**config.mk**
```make
export PLATFORM = sky130hd
export DESIGN_NAME = pin_input_conditioner
export DESIGN_NICKNAME = d
export VERILOG_FILES = /design/src/rtl/pin_input_conditioner.sv
export SDC_FILE = /design/constraint.sdc
export NUM_CORES = 1
export LEC_CHECK = 0
export ABC_AREA = 1
export BUFFER_PORTS_ARGS = -buffer_cell sky130_fd_sc_hd__buf_2
export CORE_MARGIN = 10
export CORE_UTILIZATION = 35
export DETAILED_ROUTE_END_ITERATION = 7
export PLACE_DENSITY = 0.65
export SYNTH_ARGS = -nofsm -noshare
export SYNTH_HDL_FRONTEND = slang
export SYNTH_SLANG_ARGS = --single-unit
export TNS_END_PERCENT = 50
```
**constraint.sdc**
```tcl
create_clock -name clk_cog -period 1.1 [get_ports clk_cog]
set_clock_uncertainty 0.1 [all_clocks]
set_input_delay 0.055 -clock clk_cog [delete_from_list [all_inputs] [get_ports clk_cog]]
set_output_delay 0.055 -clock clk_cog [all_outputs]
set_load 0.02 [all_outputs]
```
**src/rtl/pin_input_conditioner.sv**
```systemverilog
// pin_input_conditioner: synchronizes, glitch-filters and edge-detects the external pins.
// Optional macro PIN_LOOPBACK_EN adds pin_out/pin_dir so driven pins read back their own value.
module pin_input_conditioner #(
    parameter int WIDTH = 32,
    parameter int SYNC_STAGES = 2,
    parameter int FILTER_CYCLES = 4,
    parameter logic [WIDTH-1:0] RESET_VALUE = '0
) (
    input  logic             clk_cog,
    input  logic             res,
    input  logic [WIDTH-1:0] pin_raw,
    input  logic [WIDTH-1:0] filter_en,
`ifdef PIN_LOOPBACK_EN
    input  logic [WIDTH-1:0] pin_out,
    input  logic [WIDTH-1:0] pin_dir,
`endif
    output logic [WIDTH-1:0] pin_in,
    output logic [WIDTH-1:0] pin_change,
    output logic             change_any
);
    localparam int CW = FILTER_CYCLES > 1 ? $clog2(FILTER_CYCLES) : 1;
    localparam logic [CW-1:0] TERM = CW'(FILTER_CYCLES - 1);
    logic [WIDTH-1:0] sync [SYNC_STAGES];
    logic [WIDTH-1:0] s, q, accept;
    logic [CW-1:0] cnt [WIDTH];
    logic [CW-1:0] cnt_nx [WIDTH];
    assign s = sync[SYNC_STAGES-1];
    // A bypassed pin accepts any difference at once; a filtered one only at terminal count.
    always_comb begin
        accept = '0;
        cnt_nx = '{default: '0};
        for (int i = 0; i < WIDTH; i++) begin
            accept[i] = (s[i] != q[i]) && (!filter_en[i] || cnt[i] == TERM);
            cnt_nx[i] = (filter_en[i] && s[i] != q[i] && !accept[i]) ? cnt[i] + 1'b1 : '0;
        end
    end
    always_ff @(posedge clk_cog) begin
        if (res) begin
            sync <= '{default: RESET_VALUE};
            q <= RESET_VALUE;
            cnt <= '{default: '0};
            pin_change <= '0;
        end else begin
            sync[0] <= pin_raw;
            for (int k = 1; k < SYNC_STAGES; k++) sync[k] <= sync[k-1];
            q <= (q & ~accept) | (s & accept);
            cnt <= cnt_nx;
            pin_change <= accept;
        end
    end
`ifdef PIN_LOOPBACK_EN
    assign pin_in = (pin_dir & pin_out) | (~pin_dir & q);
`else
    assign pin_in = q;
`endif
    assign change_any = |pin_change;
endmodule
```
==> flow_summary.yaml, run 1 <==
sta:
  rsz0062_at_grt: "yes"
  setup_ws_ns: -0.457
  maxSlewViolCount: 0
  slew_headroom_pct: 83.6
  hold_viol_final: 0
  setup_violations: 10
  worst_pin_slew_ns: 0.245
  max_freq_mhz: 642
  fin_crit_ns: 1.56
  fin_crit_sh_pct: 142
global_routing:
  gr-total-overflow: 0
  grt_max_degree: 96
  grtUsageMet3_pct: 4.01
  busiest_layer: "met2"
  grt.total_usage_pct: 11.6
  grt_use_met1_pct: 13.0
  grt_pass1_wl_um: 24500
  use_met2_pct: 19.9
  grt_pass1_vias: 5267
  antenna_found_initial: 0
setup_path:
  worstSetupPathType: "reg -> out"
  crit_family: "simple AND/OR/NAND/NOR gates"
  critPathSlowestCell: "dfxtp_2"
  worst_path_largest_cell_delay_ns: 0.32
  reg2regPathDepth: 5
  timing.rr.start: "cnt[38]$_SDFF_PP0_"
  r2r-end: "cnt[38]$_SDFF_PP0_"
  crit_required_ns: 0.94
  worstPathMaxFanout: 2
  start_kind: "flop"
  rrSetupSlack_ns: 0
  cp.arrival_ns: 1.40
  crit_chain: "nor2_1 -> and2_4 -> nand2_4 -> nor2_4 -> nand2_2 -> buf_6"
  cp-end-kind: "output pin"
  crit_buf_inv: 1
yosys:
  yosys.area_share.simple_pct: 20.4
  synth_warnings: 0
  syn_area_per_cell_um2: 8.32
  synth_compound_area_share_pct: 2.32
  ys_seq_area_share_pct: 55.6
  synthesis.instances: 830
  synth_top_family_by_area: "simple AND/OR/NAND/NOR gates"
  netlist_area_um2: 6910
  synth_cell_types: 17
  syn_nets: 928
  synth_xor_area_share_pct: 4.06
  synth-seq-cells: 192
  muxShareOfSynthArea_pct: 0
  synthAdderAreaFrac_pct: 5.80
die:
  die_h_um: 160
  num_rows: 51
  die_w_um: 160
  core_region_area_um2: 19500
  ios: 131
  start_util_pct: 35.5
  dieArea_um2: 25800
routing:
  drc: 0
  routed_via_density: 4.08
  first_pass_iters: 4
  drt_iter0_drc: 145
  avgRoutedWirePerCell_um: 11.8
  num_vias: 5401
  routed_wl_um: 15600
  antenna_left: 0
clock_network:
  cts_tree: "yes"
  cts_buffers: 17
  cts.clk_slew.worst_paths_ns: 0.07
  clockBufferDepth: 2
  htreeDepth: 4
  clkSinkCount: 192
  clkLatencyLatePin_ns: 0.42
  cts-root-buf: "clkbuf_16"
place:
  place_ws_ns: -0.185
  port_buffers: 130
  dpl.hpwl_um: 10100
  routabilityCongestion: 0.738
  place_area_um2: 7890
final_layout:
  final_area_um2: 10100
  area_growth_pct: 45.7
  post_route_cells_drive_above_1_share_pct: 32.9
  antenna-diode-count: 0
  nFillCells: 1736
  finalNetCount: 1144
worst_hold_path:
  hp-class: "in -> reg"
  whs_path_depth: 4
  worstHoldEndpoint: "sync[56]$_SDFF_PP0_"
  min_from: "pin_raw[24]"
outcome:
  outcome: "complete, but fails checks"
  violations: "negative setup slack"
flow_run:
  drv_cap: 0
pwr:
  total_power_mw: 15.4
  p_leak_nw: 4.81
  ir_drop_mv: 1.00
  powerDensity_nw_per_um2: 1530
[synth_stat cells (all sizes together)]
master / n / share of area [%]
nand4: 1 / 0.091
ha: 32 / 5.8
xor2: 32 / 4.1
nand2: 106 / 5.8
nor3: 1 / 0.072
dfxtp: 192 / 56
a21oi: 31 / 2.2
inv: 176 / 9.6
nand3: 32 / 3.0
nor2: 207 / 11
and2: 2 / 0.18
o21ai: 1 / 0.072
buf: 17 / 2.2
[per-stage QoR]
step,std cells,hold WS [ns],utilization (%),TNS [ns]
floorplan,830,0.0620,-,0
global placement,1221,0.153,40.5,-0.517
detailed placement,1221,0.161,40.5,-0.917
CTS,1321,0.248,49.0,-0.976
global route,1324,0.280,51.7,-1.50
finish,1324,0.270,51.7,-0.870
[cell families (layout without fill, tap and decap cells)]
kind of cell    count (synthesis)  count (layout)
xor+xnor                       32              32
buf+inv                       193             422
fa+ha+maj                      32              32
compound gates                 32              32
flops                         192             192
simple gates                  349             349
[layout make-up]
type	count	area [um^2]	area share, %
sequential	192	3940	39.2
multi-input combinational	445	2580	25.6
clock buffer	21	450	4.47
timing repair buffer	214	1890	18.8
inverter	176	673	6.69
clock inverter	11	199	1.98
tap	265	332	3.29
[worst max path at each step]
stage	cells after the start	slack (ns)	from	to
3_3_place_gp	7	-0.20	pin_change[16]$_SDFF_PP0_	change_any
6_report	6	-0.46	pin_change[20]$_SDFF_PP0_	change_any
5_1_grt	6	-0.56	pin_change[20]$_SDFF_PP0_	change_any
4_1_cts	6	-0.48	pin_change[22]$_SDFF_PP0_	change_any
2_1_floorplan	5	0.06	cnt[46]$_SDFF_PP0_	flop
3_5_place_dp	7	-0.18	pin_change[16]$_SDFF_PP0_	change_any
[per-layer routing]
layer	up-vias	share of wire, %
li1	2860	-
met1	2451	44
met2	79	50
met3	11	5.4
met4	0	1.2
met5	-	0
[power by group]
group / internal [mW] / switching, mW
Clock: 4.13 / 2.68
Sequential: 7.15 / 0.117
Combinational: 0.646 / 0.665
[placed cells by master, fill, tap and decap left out]
cell type | Yosys | layout
nand3_1 | 22 | 19
dfxtp_2 | 0 | 63
bufinv_16 | 0 | 5
clkbuf_1 | 0 | 3
ha_4 | 0 | 1
clkinv_4 | 0 | 1
nor2_1 | 207 | 160
clkbuf_16 | 0 | 18
nand4_1 | 1 | 1
dlygate4sd3_1 | 0 | 65
nand3_4 | 0 | 1
buf_4 | 0 | 24
buf_2 | 8 | 64
a21oi_2 | 0 | 1
and2_4 | 0 | 2
nor3_1 | 1 | 1
clkinv_8 | 0 | 1
inv_6 | 1 | 4
a21oi_1 | 31 | 30
buf_12 | 0 | 3
nand2_1 | 106 | 100
xor2_2 | 0 | 2
ha_1 | 32 | 7
nand2_2 | 0 | 4
nand2_4 | 0 | 2
dfxtp_1 | 192 | 124
inv_2 | 0 | 5
nand3_2 | 10 | 12
o21ai_0 | 1 | 1
buf_16 | 0 | 1
nor2_4 | 0 | 13
ha_2 | 0 | 24
buf_6 | 7 | 56
clkbuf_8 | 0 | 1
clkinv_2 | 0 | 1
nor2_2 | 0 | 34
xor2_1 | 32 | 30
inv_1 | 175 | 170
dfxtp_4 | 0 | 5
[worst min-delay path, stage by stage]
cell and delay, ns:
dlygate4sd3_1 0.51, buf_2 0.09, inv_1 0.03, nor2_1 0.06
[what timing repair did]
action / CTS / global route
hold buffers: 65 / 0
endpoints found under the setup margin: 98 / 211
endpoints found under the hold margin: 157 / 0
gates cloned: 0 / 1
resized for setup: 139 / 169
setup buffers: 5 / 3
pin swaps: 8 / 57
Note: power is estimated with default switching activity, not from simulation.
==> run 2: changes to the inputs <==
--- a/config.mk
+++ b/config.mk
@@ -9,6 +9,7 @@
 export BUFFER_PORTS_ARGS = -buffer_cell sky130_fd_sc_hd__buf_2
 export CORE_MARGIN = 10
 export CORE_UTILIZATION = 35
+export CTS_BUF_LIST = sky130_fd_sc_hd__clkbuf_16
 export DETAILED_ROUTE_END_ITERATION = 7
 export PLACE_DENSITY = 0.65
 export SYNTH_ARGS = -nofsm -noshare
==> flow_summary.yaml, run 2 (synthesized netlist as in run 1, its figures left out) <==
global_routing:
  grt_max_degree: 96
  grt_pass1_vias: 5257
  gr-total-overflow: 0
  grt.total_usage_pct: 11.6
  grt_pass1_wl_um: 24600
  antenna_found_initial: 0
routing:
  first_pass_iters: 4
  drt_iter0_drc: 140
  avgRoutedWirePerCell_um: 11.7
  antenna_left: 0
  routed_via_density: 4.06
  drc: 0
  num_vias: 5370
  routed_wl_um: 15500
final_layout:
  final_cell_mix: "inv_1, nor2_1, dfxtp_1, nand2_1, dlygate4sd3_1"
  area_growth_pct: 45.1
  post_route_cells_drive_above_1_share_pct: 32.4
  antenna-diode-count: 0
  regArea_um2: 3940
  final_core_util_pct: 51.5
  final_common_cell: "inv_1"
  finalNetCount: 1143
  multi_input_comb_area_um2: 2560
  nFillCells: 1746
clock_network:
  clockBufferDepth: 2
  htreeDepth: 4
  cts-root-buf: "clkbuf_16"
  clkLatencyLatePin_ns: 0.42
  cts_tree: "yes"
  cts.clk_slew.worst_paths_ns: 0.07
  cts_buffers: 17
  clkSinkCount: 192
sta:
  setup_violations: 9
  worst_pin_slew_ns: 0.249
  hold_viol_final: 0
  maxSlewViolCount: 0
  fin_crit_ns: 1.56
  setup_ws_ns: -0.463
  slew_headroom_pct: 83.4
  rsz0062_at_grt: "yes"
  finalSetupTns_ns: -0.849
  max_freq_mhz: 640
  fin_crit_sh_pct: 142
pwr:
  p_leak_nw: 4.81
  powerDensity_nw_per_um2: 1520
  ir_drop_mv: 1.01
setup_path:
  start_kind: "flop"
  crit_chain: "nor2_2 -> and2_4 -> nand2_4 -> nor2_4 -> nand2_2 -> buf_6"
  worstSetupPathType: "reg -> out"
  worstPathMaxFanout: 2
  crit_required_ns: 0.94
  cp-end-kind: "output pin"
  reg2regPathDepth: 5
  worst_path_largest_cell_delay_ns: 0.33
  critPathSlowestCell: "dfxtp_2"
  cp.arrival_ns: 1.41
die:
  die_w_um: 160
  num_rows: 51
  start_util_pct: 35.5
  die_h_um: 160
  core_region_area_um2: 19500
  ios: 131
  dieArea_um2: 25800
worst_hold_path:
  hp-class: "in -> reg"
  whs_path_depth: 4
place:
  dpl.hpwl_um: 10100
  routabilityCongestion: 0.738
  port_buffers: 130
flow_run:
  drv_cap: 0
outcome:
  violations: "negative setup slack"
  outcome: "complete, but fails checks"
## run 2: cell types whose count changed in the layout (fill, tap and decap cells not counted), moves of 3 or more
cell	previous run	this run
buf_6	56	53
clkbuf_1	3	0
inv_1	170	173
nor2_1	160	163
nor2_2	34	31
## run 2: timing repair
action / CTS / global route
gates resized for setup: 137 / 164
hold endpoints to repair: 157 / 0
hold buffers: 65 / 0
setup endpoints to repair: 98 / 214
setup buffers: 4 / 3
pin swaps: 5 / 53
cloned: 0 / 1
## run 2: power breakdown
part	switching, mW	leakage, nW	internal (mW)	total (mW)
clock network	2.68	0.324	4.04	6.71
registers	0.115	1.60	7.15	7.27
logic	0.664	2.89	0.640	1.30
total	3.45	4.81	11.8	15.3
## run 2: critical path: cells and delay by family (launching register included)
kind / cells / cell delay [ns]
and+or+nand+nor: 5 / 0.52
DFF: 1 / 0.33
buffers and inverters: 1 / 0.13
## run 2: area by class of cell
cell class / count / share of cell area, %
clock inverters: 15 / 2.13
flip-flops and latches: 192 / 39.3
multi-input cells: 445 / 25.6
clock buffers: 17 / 4.24
repair buffers: 213 / 18.7
well taps: 265 / 3.31
inverters: 176 / 6.72
## run 2: path summary, 6_finish.rpt
kind	start	to	slack [ns]
worst max-delay path	pin_change[23]$_SDFF_PP0_	change_any	-0.46
worst min-delay path	pin_raw[24]	sync[56]$_SDFF_PP0_	0.27
worst max register to register	cnt[38]$_SDFF_PP0_	cnt[38]$_SDFF_PP0_	0
worst min register to register	sync[35]$_SDFF_PP0_	s[3]$_SDFF_PP0_	0.30
## run 2: stage by stage
step	hold WS [ns]	power [mW]	worst slack [ns]	instances	instance area, um^2
after floorplan	0.0620	7.99	0.0621	830	6910
after global placement	0.153	8.31	-0.196	1221	7890
after detailed placement	0.161	8.34	-0.185	1221	7890
after CTS	0.248	15.4	-0.478	1320	9520
after global routing	0.279	15.9	-0.552	1323	10000
final	0.269	15.3	-0.463	1323	10000
## run 2: routing by layer
layer  GRT usage, %  vias to the layer above  wire length (um)
li1               -                     2861                 -
met4           3.92                        0               184
met2           20.0                       81              7700
met1           13.1                     2417              6850
met3           3.89                       11               782
met5              0                        -                 0
==> run 3: changes to the inputs <==
--- a/config.mk
+++ b/config.mk
@@ -11,6 +11,8 @@
 export CORE_UTILIZATION = 35
 export CTS_BUF_LIST = sky130_fd_sc_hd__clkbuf_16
 export DETAILED_ROUTE_END_ITERATION = 7
+export GPL_TIMING_DRIVEN = 0
+export MAX_ROUTING_LAYER = met4
 export PLACE_DENSITY = 0.65
 export SYNTH_ARGS = -nofsm -noshare
 export SYNTH_HDL_FRONTEND = slang
==> constraint.sdc (replaced) <==
create_clock -name clk_cog -period 1.1 [get_ports clk_cog]
set_clock_uncertainty 0.1 [all_clocks]
set_input_delay 0.055 -clock clk_cog [delete_from_list [all_inputs] [get_ports clk_cog]]
set_output_delay 0.055 -clock clk_cog [all_outputs]
set_load 0.01 [all_outputs]
==> flow_summary.yaml, run 3 (synthesized netlist as in run 1, its figures left out) <==
setup_path:
  crit_family: "simple AND/OR/NAND/NOR gates"
  path_depth: 5
  cp-end-kind: "output pin"
  crit_buf_inv: 1
  worstSetupPathType: "reg -> out"
  critPathSlowestCell: "dfxtp_2"
  rrSetupSlack_ns: 0.05
  reg2regPathDepth: 5
  start_kind: "flop"
  worst_path_largest_cell_delay_ns: 0.34
  worstPathMaxFanout: 2
  crit_required_ns: 0.94
  crit_chain: "nor2_1 -> nand4_1 -> nor2_4 -> nand2_2 -> buf_6"
  timing.rr.start: "cnt[44]$_SDFF_PP0_"
  cp.arrival_ns: 1.39
clock_network:
  cts-root-buf: "clkbuf_16"
  cts_tree: "yes"
  clockBufferDepth: 2
  clkSinkCount: 192
  post-cts-setup-buffer-count: 0
  cts.clk_slew.worst_paths_ns: 0.07
  htreeDepth: 4
  clkLatencyLatePin_ns: 0.42
  cts_buffers: 17
final_layout:
  finalNetCount: 1147
  nFillCells: 1805
  final_cell_mix: "inv_1, nor2_1, dfxtp_1, buf_2, nand2_1"
  final_common_cell: "inv_1"
  post_route_cells_drive_above_1_share_pct: 32.3
  final_area_um2: 9810
  area_growth_pct: 42.0
  antenna-diode-count: 0
  fin_cells: 1326
die:
  die_w_um: 160
  num_rows: 51
  dieArea_um2: 25800
  core_region_area_um2: 19500
  ios: 131
  die_h_um: 160
  start_util_pct: 35.5
pwr:
  total_power_mw: 15.2
  powerDensity_nw_per_um2: 1550
  ir_drop_mv: 0.983
  p_leak_nw: 4.77
routing:
  num_vias: 5314
  routed_wl_um: 15900
  routed_via_density: 4.01
  drc: 0
  avgRoutedWirePerCell_um: 12.0
  drt_iter0_drc: 164
  first_pass_iters: 4
  antenna_left: 0
place:
  dpl.hpwl_um: 11000
  place_area_um2: 7890
  port_buffers: 129
  placedCellCount: 1224
  routabilityCongestion: 0.757
  place_ws_ns: -0.237
worst_hold_path:
  hp-class: "in -> reg"
  min_from: "res"
  whs_path_depth: 3
sta:
  hold_viol_final: 0
  slew_headroom_pct: 80.7
  fin_crit_sh_pct: 140
  setup_violations: 1
  setup_ws_ns: -0.444
  fin_crit_ns: 1.54
  rsz0062_at_grt: "yes"
  holdWs_ns: 0.0253
  worst_pin_slew_ns: 0.289
  max_freq_mhz: 648
  maxSlewViolCount: 0
outcome:
  violations: "negative setup slack"
  outcome: "complete, but fails checks"
global_routing:
  grt.total_usage_pct: 12.6
  antenna_found_initial: 0
  gr-total-overflow: 0
  grt_pass1_wl_um: 25400
  grt_pass1_vias: 5197
  grt_max_degree: 17
flow_run:
  drv_cap: 0
[run 3: cell types whose count changed in the layout (fill, tap and decap cells not counted), sizes merged]
cell / delta
buf: -1
clkbuf: -1
clkinv: +1
dlygate4sd3: +6
inv: -2
[run 3: final cells by class]
class	count	area [um^2]	area share, %
clock buffer	17	425	4.34
multi-input combinational	445	2550	26.0
buffer	17	151	1.54
tap	265	332	3.38
sequential	192	3930	40.1
inverter	176	666	6.78
timing repair buffer	200	1540	15.7
clock inverter	14	210	2.14
[run 3: how the worst max path moves through the flow]
stage | end | startpoint
floorplan | flop | cnt[46]$_SDFF_PP0_
global placement | change_any | pin_change[23]$_SDFF_PP0_
detailed placement | change_any | pin_change[23]$_SDFF_PP0_
CTS | change_any | pin_change[24]$_SDFF_PP0_
global route | change_any | pin_change[24]$_SDFF_PP0_
finish | change_any | pin_change[29]$_SDFF_PP0_
[run 3: metal layers]
layer | track usage [%] | up-vias | part of all wire (%)
met5 | - | - | 0
met4 | 4.92 | 0 | 1.7
met3 | 3.14 | 19 | 4.1
met2 | 21.0 | 90 | 49
met1 | 14.3 | 2347 | 45
li1 | - | 2858 | -
[run 3: what timing repair did]
item | 4_1_cts | 5_1_grt
pin swaps | 7 | 45
gates cloned | 0 | 0
hold endpoints to repair | 160 | 7
hold buffers | 71 | 2
endpoints found under the setup margin | 59 | 152
gates resized for setup | 73 | 137
[run 3: metrics by stage]
step	util (%)	setup TNS, ns
floorplan	-	0
global placement	40.5	-0.376
detailed placement	40.5	-0.497
CTS	48.2	-0.935
global route	50.4	-0.554
finish	50.4	-0.444
[run 3: worst min-delay path, cell delays in order]
cell and delay [ns]:
buf_6 0.12, buf_2 0.28, a21oi_2 0.05
[run 3: power by group]
| part | internal, mW | switching, mW | total, mW |
|---|---|---|---|
| registers | 7.16 | 0.113 | 7.27 |
| clock network | 4.03 | 2.64 | 6.68 |
| logic | 0.608 | 0.625 | 1.23 |
| total | 11.8 | 3.38 | 15.2 |
